File: src/rtl/alu_issue.sv
// RV32 OP/OP-IMM decode and issue stage with a one-entry skid buffer (optional M ops via ALU_ISSUE_M_EN).
// Latency: one cycle from upstream accept to o_valid when the output register is free or draining.
// Backpressure: the skid register absorbs one entry while i_ready is low; o_ready is the registered negation of skid-full.
module alu_issue #(
    parameter int ALU_OP_W = 8
) (
    input  logic                i_clk,
    input  logic                i_rst_n,
    input  logic                i_valid,
    output logic                o_ready,
    input  logic [31:0]         i_instr,
    input  logic [31:0]         i_rs1_data,
    input  logic [31:0]         i_rs2_data,
    output logic                o_valid,
    input  logic                i_ready,
    output logic [ALU_OP_W-1:0] o_alu_op,
    output logic [31:0]         o_a,
    output logic [31:0]         o_b,
    output logic [4:0]          o_rd,
    output logic                o_illegal
);

    localparam logic [6:0] OPC_OP  = 7'b0110011;
    localparam logic [6:0] OPC_IMM = 7'b0010011;

    localparam logic [ALU_OP_W-1:0] C_NOP = ALU_OP_W'(8'h00);
    localparam logic [ALU_OP_W-1:0] C_ADD = ALU_OP_W'(8'h11);
    localparam logic [ALU_OP_W-1:0] C_SUB = ALU_OP_W'(8'h12);
    localparam logic [ALU_OP_W-1:0] C_AND = ALU_OP_W'(8'h21);
    localparam logic [ALU_OP_W-1:0] C_OR  = ALU_OP_W'(8'h22);
    localparam logic [ALU_OP_W-1:0] C_XOR = ALU_OP_W'(8'h23);
    localparam logic [ALU_OP_W-1:0] C_SLT = ALU_OP_W'(8'h31);
    localparam logic [ALU_OP_W-1:0] C_SLL = ALU_OP_W'(8'h33);
    localparam logic [ALU_OP_W-1:0] C_SRL = ALU_OP_W'(8'h34);
    localparam logic [ALU_OP_W-1:0] C_SRA = ALU_OP_W'(8'h35);
`ifdef ALU_ISSUE_M_EN
    localparam logic [ALU_OP_W-1:0] C_MUL = ALU_OP_W'(8'h13);
    localparam logic [ALU_OP_W-1:0] C_DIV = ALU_OP_W'(8'h14);
    localparam logic [ALU_OP_W-1:0] C_MOD = ALU_OP_W'(8'h15);
`endif

    typedef struct packed {
        logic [ALU_OP_W-1:0] op;
        logic [31:0]         a;
        logic [31:0]         b;
        logic [4:0]          rd;
        logic                ill;
    } entry_t;

    logic [6:0] opcode;
    logic [2:0] funct3;
    logic [6:0] funct7;
    assign opcode = i_instr[6:0];
    assign funct3 = i_instr[14:12];
    assign funct7 = i_instr[31:25];

    // rs1/rs2 index fields arrive pre-read as i_rs*_data
    logic unused_rs_idx;
    assign unused_rs_idx = ^i_instr[19:15];

    logic [ALU_OP_W-1:0] d_op;
    logic                d_legal;
    logic                d_imm;
    logic                d_shamt;
    entry_t              dec;

    // Decode the incoming instruction into an issue entry; anything not matched stays illegal.
    always_comb begin
        d_op    = C_NOP;
        d_legal = 1'b0;
        d_imm   = 1'b0;
        d_shamt = 1'b0;
        if (opcode == OPC_OP) begin
            case (funct7)
                7'b0000000: begin
                    d_legal = 1'b1;
                    case (funct3)
                        3'b000:  d_op = C_ADD;
                        3'b001:  d_op = C_SLL;
                        3'b010:  d_op = C_SLT;
                        3'b100:  d_op = C_XOR;
                        3'b101:  d_op = C_SRL;
                        3'b110:  d_op = C_OR;
                        3'b111:  d_op = C_AND;
                        default: d_legal = 1'b0;
                    endcase
                end
                7'b0100000: begin
                    d_legal = 1'b1;
                    case (funct3)
                        3'b000:  d_op = C_SUB;
                        3'b101:  d_op = C_SRA;
                        default: d_legal = 1'b0;
                    endcase
                end
`ifdef ALU_ISSUE_M_EN
                7'b0000001: begin
                    d_legal = 1'b1;
                    case (funct3)
                        3'b000:  d_op = C_MUL;
                        3'b100:  d_op = C_DIV;
                        3'b110:  d_op = C_MOD;
                        default: d_legal = 1'b0;
                    endcase
                end
`endif
                default: d_legal = 1'b0;
            endcase
        end else if (opcode == OPC_IMM) begin
            d_legal = 1'b1;
            d_imm   = 1'b1;
            case (funct3)
                3'b000: d_op = C_ADD;
                3'b010: d_op = C_SLT;
                3'b100: d_op = C_XOR;
                3'b110: d_op = C_OR;
                3'b111: d_op = C_AND;
                3'b001: begin
                    d_shamt = 1'b1;
                    if (funct7 == 7'b0000000) d_op = C_SLL;
                    else                      d_legal = 1'b0;
                end
                3'b101: begin
                    d_shamt = 1'b1;
                    if (funct7 == 7'b0000000)      d_op = C_SRL;
                    else if (funct7 == 7'b0100000) d_op = C_SRA;
                    else                           d_legal = 1'b0;
                end
                default: d_legal = 1'b0;
            endcase
        end

        dec.rd  = i_instr[11:7];
        dec.ill = ~d_legal;
        if (d_legal) begin
            dec.op = d_op;
            dec.a  = i_rs1_data;
            if (d_shamt)    dec.b = {27'd0, i_instr[24:20]};
            else if (d_imm) dec.b = {{20{i_instr[31]}}, i_instr[31:20]};
            else            dec.b = i_rs2_data;
        end else begin
            dec.op = C_NOP;
            dec.a  = 32'd0;
            dec.b  = 32'd0;
        end
    end

    entry_t out_q;
    entry_t skid_q;
    logic   out_vld;
    logic   skid_full;
    logic   rdy_q;

    logic accept;
    logic drain;
    assign accept = i_valid & rdy_q;
    assign drain  = out_vld & i_ready;

    logic out_load_dec;
    logic out_load_skid;
    logic skid_load;
    logic out_vld_nxt;
    logic skid_full_nxt;

    // Steer each edge's accept/drain into the output and skid registers, preserving order.
    always_comb begin
        out_load_dec  = 1'b0;
        out_load_skid = 1'b0;
        skid_load     = 1'b0;
        out_vld_nxt   = out_vld;
        skid_full_nxt = skid_full;
        if (drain) begin
            if (skid_full) begin
                // rdy_q is low while the skid is full, so no accept can coincide here
                out_load_skid = 1'b1;
                skid_full_nxt = 1'b0;
            end else if (accept) begin
                out_load_dec = 1'b1;
            end else begin
                out_vld_nxt = 1'b0;
            end
        end else if (accept) begin
            if (out_vld) begin
                skid_load     = 1'b1;
                skid_full_nxt = 1'b1;
            end else begin
                out_load_dec = 1'b1;
                out_vld_nxt  = 1'b1;
            end
        end
    end

    // Control and data state; reset drops any in-flight entries.
    always_ff @(posedge i_clk or negedge i_rst_n) begin
        if (!i_rst_n) begin
            out_vld   <= 1'b0;
            skid_full <= 1'b0;
            rdy_q     <= 1'b1;
            out_q     <= '0;
            skid_q    <= '0;
        end else begin
            out_vld   <= out_vld_nxt;
            skid_full <= skid_full_nxt;
            rdy_q     <= ~skid_full_nxt;
            if (out_load_skid)     out_q <= skid_q;
            else if (out_load_dec) out_q <= dec;
            if (skid_load)         skid_q <= dec;
        end
    end

    assign o_ready   = rdy_q;
    assign o_valid   = out_vld;
    assign o_alu_op  = out_q.op;
    assign o_a       = out_q.a;
    assign o_b       = out_q.b;
    assign o_rd      = out_q.rd;
    assign o_illegal = out_q.ill;

endmodule
File: config.mk
export PLATFORM = sky130hd
export DESIGN_NAME = alu_issue
export DESIGN_NICKNAME = d
export VERILOG_FILES = /design/src/rtl/alu_issue.sv
export SDC_FILE = /design/constraint.sdc
export NUM_CORES = 1
export LEC_CHECK = 0
export BUFFER_PORTS_ARGS = -buffer_cell sky130_fd_sc_hd__buf_2
export CAP_MARGIN = 20
export CORE_AREA = 10 10 130 132
export DETAILED_ROUTE_END_ITERATION = 7
export DIE_AREA = 0 0 140 142
export GPL_TIMING_DRIVEN = 0
export PLACE_DENSITY = 0.76
export REMOVE_ABC_BUFFERS = 1
export SKIP_CTS_REPAIR_TIMING = 1
export SLEW_MARGIN = 0
export SYNTH_ARGS = -nofsm -noshare
export SYNTH_HDL_FRONTEND = slang
export SYNTH_SLANG_ARGS = --single-unit
File: constraint.sdc
create_clock -name i_clk -period 2.2 [get_ports i_clk]
set_clock_uncertainty 0.15 [all_clocks]
set_input_delay 0.11 -clock i_clk [delete_from_list [all_inputs] [get_ports i_clk]]
set_output_delay 0.11 -clock i_clk [all_outputs]
set_load 0.05 [all_outputs]
==> results of run 1 <==
routing by layer:
metal	routed length [um]	global-route usage	up-vias
li1	-	-	3083
met1	9206	0.2502	3244
met2	11080	0.2821	321
met3	1815	0.05574	36
met4	445	0.04783	0
met5	0	0	-
per-stage QoR:
| stage | area [um^2] | std cells | power [uW] |
|---|---|---|---|
| 2_1_floorplan | 6516 | 666 | 5988 |
| 3_3_place_gp | 7602 | 1021 | 7010 |
| 3_5_place_dp | 7840 | 1030 | 7099 |
| 4_1_cts | 8462 | 1062 | 10160 |
| 5_1_grt | 9629 | 1171 | 11070 |
| 6_report | 9632 | 1172 | 10620 |
sequential cells by signal, indices dropped and copies added, names as in the netlist:
name       cells
o_valid        1
skid_q        75
o_ready        1
skid_full      1
o_rd           5
o_illegal      1
o_alu_op       5
o_a           32
o_b           32
worst max-delay path: stages (launching register included):
cell and delay [ps]:
dfstp_2 560, nand2_4 70, a21oi_4 280, buf_12 180
nand2_8 70, or4_4 660, o21ai_1 160
cell families (layout without fill, tap and decap cells):
logic type	count (synthesis)	count (layout)	share of synthesized area
xor gates and xnor gates	2	2	0.002584
muxes	10	10	0.01569
AOI/OAI and AO/OA	263	263	0.2277
DFF	153	153	0.5649
other	1	4	0.0005531
and+or+nand+nor	231	236	0.1463
buffers and inverters	69	320	0.04226
cells in the final DEF (no fill, tap or decap), types with 4 or more instances in the layout:
cell type / netlist / final
o21ai_1: 18 / 12
buf_4: 3 / 18
o21ai_0: 61 / 59
nor2b_1: 5 / 4
nand3_1: 38 / 35
mux2i_1: 5 / 5
mux2_2: 5 / 5
buf_16: 0 / 4
a22oi_1: 39 / 39
a21oi_1: 96 / 94
nor2_1: 44 / 43
nand2_1: 126 / 123
inv_1: 4 / 4
buf_2: 1 / 170
clkbuf_16: 0 / 18
o31ai_1: 29 / 29
clkbuf_8: 0 / 4
dfrtp_1: 152 / 151
dlygate4sd3_1: 0 / 85
or4_4: 2 / 4
o21ai_2: 2 / 10
a31oi_1: 6 / 6
area by class of cell:
class                           count  area [um^2]  share of cell area
Tap cell                          184        230.2             0.02390
Inverter                            4        15.01            0.001559
Sequential cell                   153         3831              0.3978
Clock inverter                     10        137.6             0.01429
Timing Repair Buffer              284         2056              0.2134
Clock buffer                       22        484.2             0.05027
Multi-Input combinational cell    514         2875              0.2985
Antenna cell                        1        2.502           0.0002598
worst paths after layout:
| check | end | slack [ps] | cells after the start |
|---|---|---|---|
| worst max-delay path | o_b[13]$_DFFE_PN0P_ | -10 | 6 |
| worst min-delay path | skid_q[16]$_DFFE_PN0P_ | 50 | 3 |
| worst max register to register | o_b[13]$_DFFE_PN0P_ | -10 | 6 |
| worst min register to register | skid_q[0]$_DFFE_PN0P_ | 320 | 2 |
| max in group asynchronous | o_ready$_DFF_PN1_ | 890 | 3 |
| min in group asynchronous | o_a[1]$_DFFE_PN0P_ | 140 | 2 |
cells in the mapped netlist, types with 6 or more instances:
library cell / n / area (um^2)
dfrtp_1: 152 / 3804
nand2_1: 126 / 473.0
a21oi_1: 96 / 480.5
o21ai_0: 61 / 305.3
clkbuf_1: 54 / 202.7
nor2_1: 44 / 165.2
a22oi_1: 39 / 292.8
nand3_1: 38 / 190.2
o31ai_1: 29 / 217.7
o21ai_1: 18 / 90.09
a31oi_1: 6 / 37.54
where the power goes:
part / switching [uW] / total (uW) / internal (uW)
combinational: 2920 / 3980 / 1060
clock: 1160 / 3070 / 1910
sequential: 284 / 3570 / 3290
==> qor.txt, run 1 <==
Worst hold slack: 54.27 ps
Die ar.: 19880 um^2
First-pass GRT wire length: 30.33 mm
Worst Hold Launch: i_instr[30]
Worst-path clk slew: 60 ps
Max Cap Viol: 0
Share of flip-flops with an asynchronous set or reset: 1.000
Largest net degree at the start of global routing: 80
IO Count: 180
Period Utilization, post-route: 1.005
Max VDD drop: 571.4 uV
Relative slew slack: 0.3568
Leakage: 0.004422 uW
Tightest Pin Transition: 964.8 ps
Vias in the first global route: 5827
GRT Total Usage: 0.1843
Critical Path Source Type: register
Synth-to-layout area growth: 42.06%
WP data required: 2400 ps
Hold WC Path Type: in -> reg
Core Region: 14310 um^2
Predominant post-synthesis flop cell: dfrtp_1
Syn_area_per_cell: 9.301 um^2
Number of synthesized flops with an enable pin: 0
Number of nets in the layout: 1074
CTS tree: yes
Share of layout cells above drive strength 1: 0.2746
Distinct cells, synth: 43
Pre-Repair DR Iteration Count: 5
Failing checks: negative setup slack
Routed WL per cell: 19.24 um
Final WL: 22.55 mm
Final core occ: 0.6729
Synth warn: 0
RSZ-0062 raised after global routing: true
Reg-to-reg startpoint: o_ready$_DFF_PN1_
Clk_lat worst skew: 420 ps
Rows: 44
Max Slew Vio Count: 0
Min Tclk post-route: 2212 ps
Filler Cell Count: 1066
Synth Register Bits: 153
Chip width: 140 um
Vias per std cell: 5.703
Final WS setup: -11.69 ps
CTS sink count: 153
Quantity of I/O buffers inserted on ports: 171
Setup TNS: -57.78 ps
F_max: 452.1 MHz
H-tree depth: 4
Grt ovf: 0
CTS Buffer Depth: 2
Sequential share of the synthesized area: 0.5649
Detail Placement HPWL: 12.28 mm
Placer Congestion: 0.8237
Synthesized area: 6780 um^2
Initial Utilization: 0.4737
Worst slack at placement: -905.5 ps
Outcome: complete, but fails checks
Pwr Density: 1103 nW/um^2
Via count: 6684
Type of the worst setup path: reg -> reg
Setup-failing EPs final: 10
Worst Setup End Kind: register
DR iter-0 viols: 616
Vert. Die Dim: 142 um
Final Hold Viols: 0
Arrival time at the worst endpoint: 2410 ps
Synth Instances: 729
DRC: 0
Root buf cell: clkbuf_16
Initial antenna violation count: 0
Critical Path Start: o_ready$_DFF_PN1_
Crit Path Max Fanout: 11
Cts bufs inserted: 17
Antenna viol nets, final: 0
Note: power is estimated with default switching activity, not from simulation.
==> inputs of run 2 (changes only) <==
CORE_AREA = 2 2 122 124   (was 10 10 130 132)
DIE_AREA = 0 0 124 126   (was 0 0 140 142)
==> run 2 against run 1 <==
The flow finishes with violations (negative hold slack, negative setup slack). Flip-flop and latch count unchanged. Fmax decreased by 3.4%. Register-to-register slack improved by 20 ps. Global-route usage increased by 4.2 points. Die area decreased by 21%. Critical path type is now in -> reg. Critical endpoint is now o_b[18]$_DFFE_PN0P_.
==> qor.txt, run 2 (synthesized netlist as in run 1, its figures left out) <==
Type of the worst setup path: in -> reg
Critical Path Start: i_instr[27]
Worst-path clk slew: 60 ps (about the same)
GRT Total Usage: 0.2259 (+0.04160)
Vias in the first global route: 5760 (-1.1%)
Placed cells: 1030 (unchanged)
Arrival time at the worst endpoint: 2480 ps (+70 ps)
Critical path buffer and inverter count: 1 (unchanged)
Largest Register: skid_q
Final Hold Viols: 2 (+2)
Critical Path Source Type: input port
Worst Hold Launch: i_instr[27]
Failing checks: negative hold slack, negative setup slack
Most used cell, CP: or4_4
Power Internal: 6436 uW (+2.8%)
WP depth: 7 (+1)
Min Tclk post-route: 2290 ps (+78.16 ps)
CP max-delay cell: or4_4
H-tree depth: 4 (unchanged)
Pre-Repair DR Iteration Count: 6 (+1)
Total inserted antenna cells: 0 (-1)
Seq pwr share: 0.330 (-0.006)
Most frequent cells in the layout: buf_2, dfrtp_1, nand2_1
Routed WL per cell: 18.85 um (-2.0%)
Antenna viol nets, final: 0 (unchanged)
WP data required: 2390 ps (about the same)
Pwr Density: 1119 nW/um^2 (+1.4%)
Max Slew Vio Count: 0 (unchanged)
Initial Utilization: 0.4737 (unchanged)
Detail Placement HPWL: 10.86 mm (-12%)
Crit Path Max Fanout: 11 (unchanged)
Most common cell after layout, fill and taps aside: buf_2
Hold WC Path Type: in -> reg
IO Count: 180 (unchanged)
Final core occ: 0.6760 (+0.003060)
Chip width: 124 um (-11%)
Clock power frac: 0.289 (about the same)
Tightest Pin Transition: 1073 ps (+108.1 ps)
Leakage: 0.004439 uW (+0.37%)
Core Region: 14310 um^2 (unchanged)
Max VDD drop: 529.9 uV (-7.3%)
FF-to-FF path depth: 6 (unchanged)
Top delay family on crit path: simple AND/OR/NAND/NOR gates
Synth-to-layout area growth: 42.70%
Clk_lat worst skew: 420 ps (about the same)
Worst Setup End Kind: register
Final Non-Filler Cells: 1174 (+0.17%)
First-pass GRT wire length: 27.97 mm (-7.8%)
Quantity of I/O buffers inserted on ports: 171 (unchanged)
Initial antenna violation count: 0 (unchanged)
Vias per std cell: 5.746 (+0.76%)
Die ar.: 15620 um^2 (-21%)
CTS tree: yes
Final WS setup: -89.84 ps (-78.16 ps)
Rows: 44 (unchanged)
Setup TNS: -832.6 ps (-774.8 ps)
DRC: 0 (unchanged)
Via count: 6746 (+0.93%)
Worst hold slack: -52.80 ps (-107.1 ps)
Period Utilization, post-route: 1.041 (+0.03553)
Largest net degree at the start of global routing: 89 (+11%)
Number of nets in the layout: 1080 (+0.56%)
Net Sw Frac: 0.4054 (-0.005295)
Outcome: complete, but fails checks
F_max: 436.7 MHz (-3.4%)
RSZ-0062 raised after global routing: true
Relative slew slack: 0.2746 (-0.08213)
Max Cap Viol: 0 (unchanged)
Slowest stage delay, CP: 630 ps (-30 ps)
Worst hold path stage count: 4 (+1)
Critical Path, Cell by Cell: buf_6 > or4_4 > nor3_4 > a21oi_2 > or3_4 > or4_4 > o21ai_1
Filler Cell Count: 1074 (+0.75%)
Psw: 4389 uW (+0.59%)
CTS Buffer Depth: 2 (unchanged)
Placer Congestion: 0.7811 (-5.2%)
Combinational Power Share: 0.381 (+0.006)
Vert. Die Dim: 126 um (-11%)
Setup-failing EPs final: 17 (+7)
Grt ovf: 0 (unchanged)
Reg-to-reg startpoint: o_valid$_DFFE_PN0P_
Root buf cell: clkbuf_16
Worst slack at placement: -982.0 ps (-76.49 ps)
DR iter-0 viols: 587 (-4.7%)
Cts bufs inserted: 17 (unchanged)
CTS sink count: 153 (unchanged)
Max reg flops: 75 (unchanged)
Share of layout cells above drive strength 1: 0.2758 (+0.001188)
Final WL: 22.13 mm (-1.9%)
==> run 2: cell types whose count changed in the layout (fill, tap and decap cells not counted), sizes merged, moves of 2 or more <==
cell         change
buf              +7
bufinv           +2
a21oi            +2
dlygate4sd3      -5
clkbuf           -2
inv              -2
==> run 2: through the flow <==
| stage | total power, uW | area [um^2] |
|---|---|---|
| after floorplan | 5988 | 6516 |
| after global placement | 6958 | 7602 |
| after detailed placement | 7054 | 7840 |
| after CTS | 10170 | 8462 |
| after global routing | 11280 | 9676 |
| final | 10830 | 9676 |
==> run 2: cell type report <==
class,count,area [um^2],area share
clock buffers,21,450.4,0.04655
clock inverters,8,171.4,0.01772
multi-input cells,519,2899,0.2996
repair buffers,285,2078,0.2148
inverters,4,15.01,0.001552
flip-flops and latches,153,3831,0.3960
well taps,184,230.2,0.02379
==> run 2: routing by layer <==
metal	share of wire	track usage	vias up	routed length, um
li1	-	-	3094	-
met1	0.41	0.2962	3285	9064
met2	0.49	0.3613	325	10910
met3	0.079	0.06431	42	1758
met4	0.018	0.07403	0	391
met5	0	0	-	0
==> run 2: tightest hold or removal path, stage by stage <==
cell and delay [ps]:
buf_6 70, buf_4 90, a22oi_1 60, o21ai_0 140
==> run 2: final timing paths <==
check | endpoint | slack, ps
setup reg to reg | o_b[18]$_DFFE_PN0P_ | 10
hold / removal | o_b[7]$_DFFE_PN0P_ | -50
min in group asynchronous | o_rd[1]$_DFFE_PN0P_ | 120
max in group asynchronous | o_b[10]$_DFFE_PN0P_ | 930
setup / recovery | o_b[18]$_DFFE_PN0P_ | -90
hold reg to reg | o_illegal$_DFFE_PN0P_ | 330
==> run 2: power by group through the flow <==
stage	Combinational, uW	Sequential, uW	Clock, uW
after global routing	4370	3620	3290
after CTS	3490	3530	3150
after global placement	3410	3550	0
final	4130	3570	3130
after detailed placement	3480	3580	0
after floorplan	1090	4890	0
==> inputs of run 3 (changes only) <==
CORE_AREA = 2 2 134 136   (was 2 2 122 124)
DIE_AREA = 0 0 136 138   (was 0 0 124 126)
PLACE_DENSITY = default   (was 0.76)
==> run 3 against run 2 <==
The run ends with negative setup slack left. Sequential share of layout area is 0.44 points lower. Combinational power is 1% lower. Sequential power is 1% lower. Core utilization is 12 points lower. Cell count is 4.3% higher. Critical path depth is 1 lower. Die area is 20% higher. Largest cell class unchanged.
==> qor.txt, run 3 (synthesized netlist as in run 1, its figures left out) <==
CTS Buffer Depth: 2 (unchanged)
Critical Path, Cell by Cell: nand2_4 > a21oi_4 > buf_12 > nand2_8 > or4_4 > o21ai_1
GRT Total Usage: 0.1929 (-0.03296)
Most common cell after layout, fill and taps aside: buf_2
Worst Setup End Kind: register
RSZ-0062 raised after global routing: true
Vias in the first global route: 5394 (-6.4%)
Crit Path Max Fanout: 11 (unchanged)
Grt ovf: 0 (unchanged)
Root buf cell: clkbuf_16
Share of layout cells above drive strength 1: 0.2751 (-0.0006572)
Min Tclk post-route: 2209 ps (-81.31 ps)
Final WS setup: -8.530 ps (+81.31 ps)
Routed WL per cell: 17.58 um (-6.7%)
CP max-delay cell: or4_4
Antenna viol nets, final: 0 (unchanged)
Via count: 6462 (-4.2%)
Chip width: 136 um (+9.7%)
Pre-Repair DR Iteration Count: 5 (-1)
Most frequent cells in the layout: buf_2, dfrtp_1, nand2_1
Setup-failing EPs final: 4 (-13)
Clk_lat worst skew: 430 ps (about the same)
Worst Hold Launch: i_instr[5]
Slowest stage delay, CP: 670 ps (+40 ps)
Final WL: 21.53 mm (-2.7%)
Initial Utilization: 0.3867 (-0.08700)
Critical Path Start: o_ready$_DFF_PN1_
Max VDD drop: 946.6 uV (+79%)
Max Cap Viol: 0 (unchanged)
Hold WC Path Type: in -> reg
Failing checks: negative setup slack
H-tree depth: 4 (unchanged)
F_max: 452.8 MHz (+3.7%)
Initial antenna violation count: 0 (unchanged)
Period Utilization, post-route: 1.004 (-0.03696)
Worst-path clk slew: 70 ps (about the same)
Max reg flops: 75 (unchanged)
Die ar.: 18770 um^2 (+20%)
Total inserted antenna cells: 0 (unchanged)
Detail Placement HPWL: 11.22 mm (+3.3%)
Cts bufs inserted: 17 (unchanged)
WP data required: 2400 ps (about the same)
First-pass GRT wire length: 28.79 mm (+2.9%)
Arrival time at the worst endpoint: 2410 ps (-70 ps)
DR iter-0 viols: 530 (-9.7%)
Setup slack, reg-to-reg: -9 ps (-20 ps)
Largest net degree at the start of global routing: 85 (-4.5%)
Largest Register: skid_q
Setup crit end: o_b[26]$_DFFE_PN0P_
Leakage: 0.004465 uW (+0.59%)
Filler Cell Count: 1586 (+48%)
Worst reg2reg endpoint: o_b[26]$_DFFE_PN0P_
Vias per std cell: 5.275 (-8.2%)
IO Count: 180 (unchanged)
Pwr Density: 1094 nW/um^2 (-2.2%)
Outcome: complete, but fails checks
Final instance area: 9784 um^2 (+1.1%)
FF-to-FF path depth: 6 (unchanged)
Quantity of I/O buffers inserted on ports: 171 (unchanged)
DRC: 0 (unchanged)
Final Hold Viols: 0 (-2)
Core Region: 17530 um^2 (+23%)
Reg-to-reg startpoint: o_ready$_DFF_PN1_
Critical Path Source Type: register
Placed Area: 7983 um^2 (+1.8%)
Synth-to-layout area growth: 44.31%
Final core occ: 0.5580 (-0.1179)
Number of nets in the layout: 1083 (+0.28%)
CTS tree: yes
Max Slew Vio Count: 0 (unchanged)
Tightest Pin Transition: 882.2 ps (-190.7 ps)
Vert. Die Dim: 138 um (+9.5%)
Type of the worst setup path: reg -> reg
Relative slew slack: 0.4036 (+0.1289)
Placer Congestion: 0.8007 (+2.5%)
CTS sink count: 153 (unchanged)
Setup TNS: -23.48 ps (+809.1 ps)
Rows: 49 (+11%)
Total power draw: 10710 uW (-1.1%)
[run 3: layout make-up]
class	instances	area, um^2	area share
clock buffer	19	452.9	0.04629
clock inverter	13	167.7	0.01714
inverter	4	15.01	0.001535
multi-input combinational	516	2845	0.2908
sequential	153	3831	0.3916
tap	229	286.5	0.02928
timing repair buffer	291	2186	0.2234
[run 3: worst min path at each step]
stage	endpoint	cells past startpoint
detailed placement	o_valid$_DFFE_PN0P_	1
CTS	o_valid$_DFFE_PN0P_	1
global route	skid_q[75]$_DFFE_PN0P_	3
floorplan	o_a[0]$_DFFE_PN0P_	0
finish	skid_q[75]$_DFFE_PN0P_	3
global placement	skid_q[5]$_DFFE_PN0P_	2
[run 3: where the power goes]
part           total (uW)  internal (uW)  switching [uW]
sequential           3530           3280             249
clock                3100           1850            1240
combinational        4080           1160            2910
total               10700           6300            4410
[run 3: per-stage QoR]
stage	worst slack, ps	std cells	hold WS, ps
detailed placement	-1033	1079	-40.86
global route	-58.83	1225	55.80
finish	-8.530	1225	38.37
global placement	-6028	1066	213.9
floorplan	-3015	666	-335.6
CTS	-793.2	1111	-506.0
[run 3: layer usage]
layer,GRT usage,part of all wire,vias up
met5,0,0,-
met4,0.05866,0.012,0
met3,0.05501,0.064,25
met2,0.2854,0.49,233
met1,0.2751,0.44,3091
li1,-,-,3113
[run 3: worst max-delay path: cells and delay by family (launching register included)]
kind	cells	cell delay, ps
AND/OR/NAND/NOR	3	820
flip-flops	1	580
AO/OA/AOI/OAI	2	410
buffers and inverters	1	170
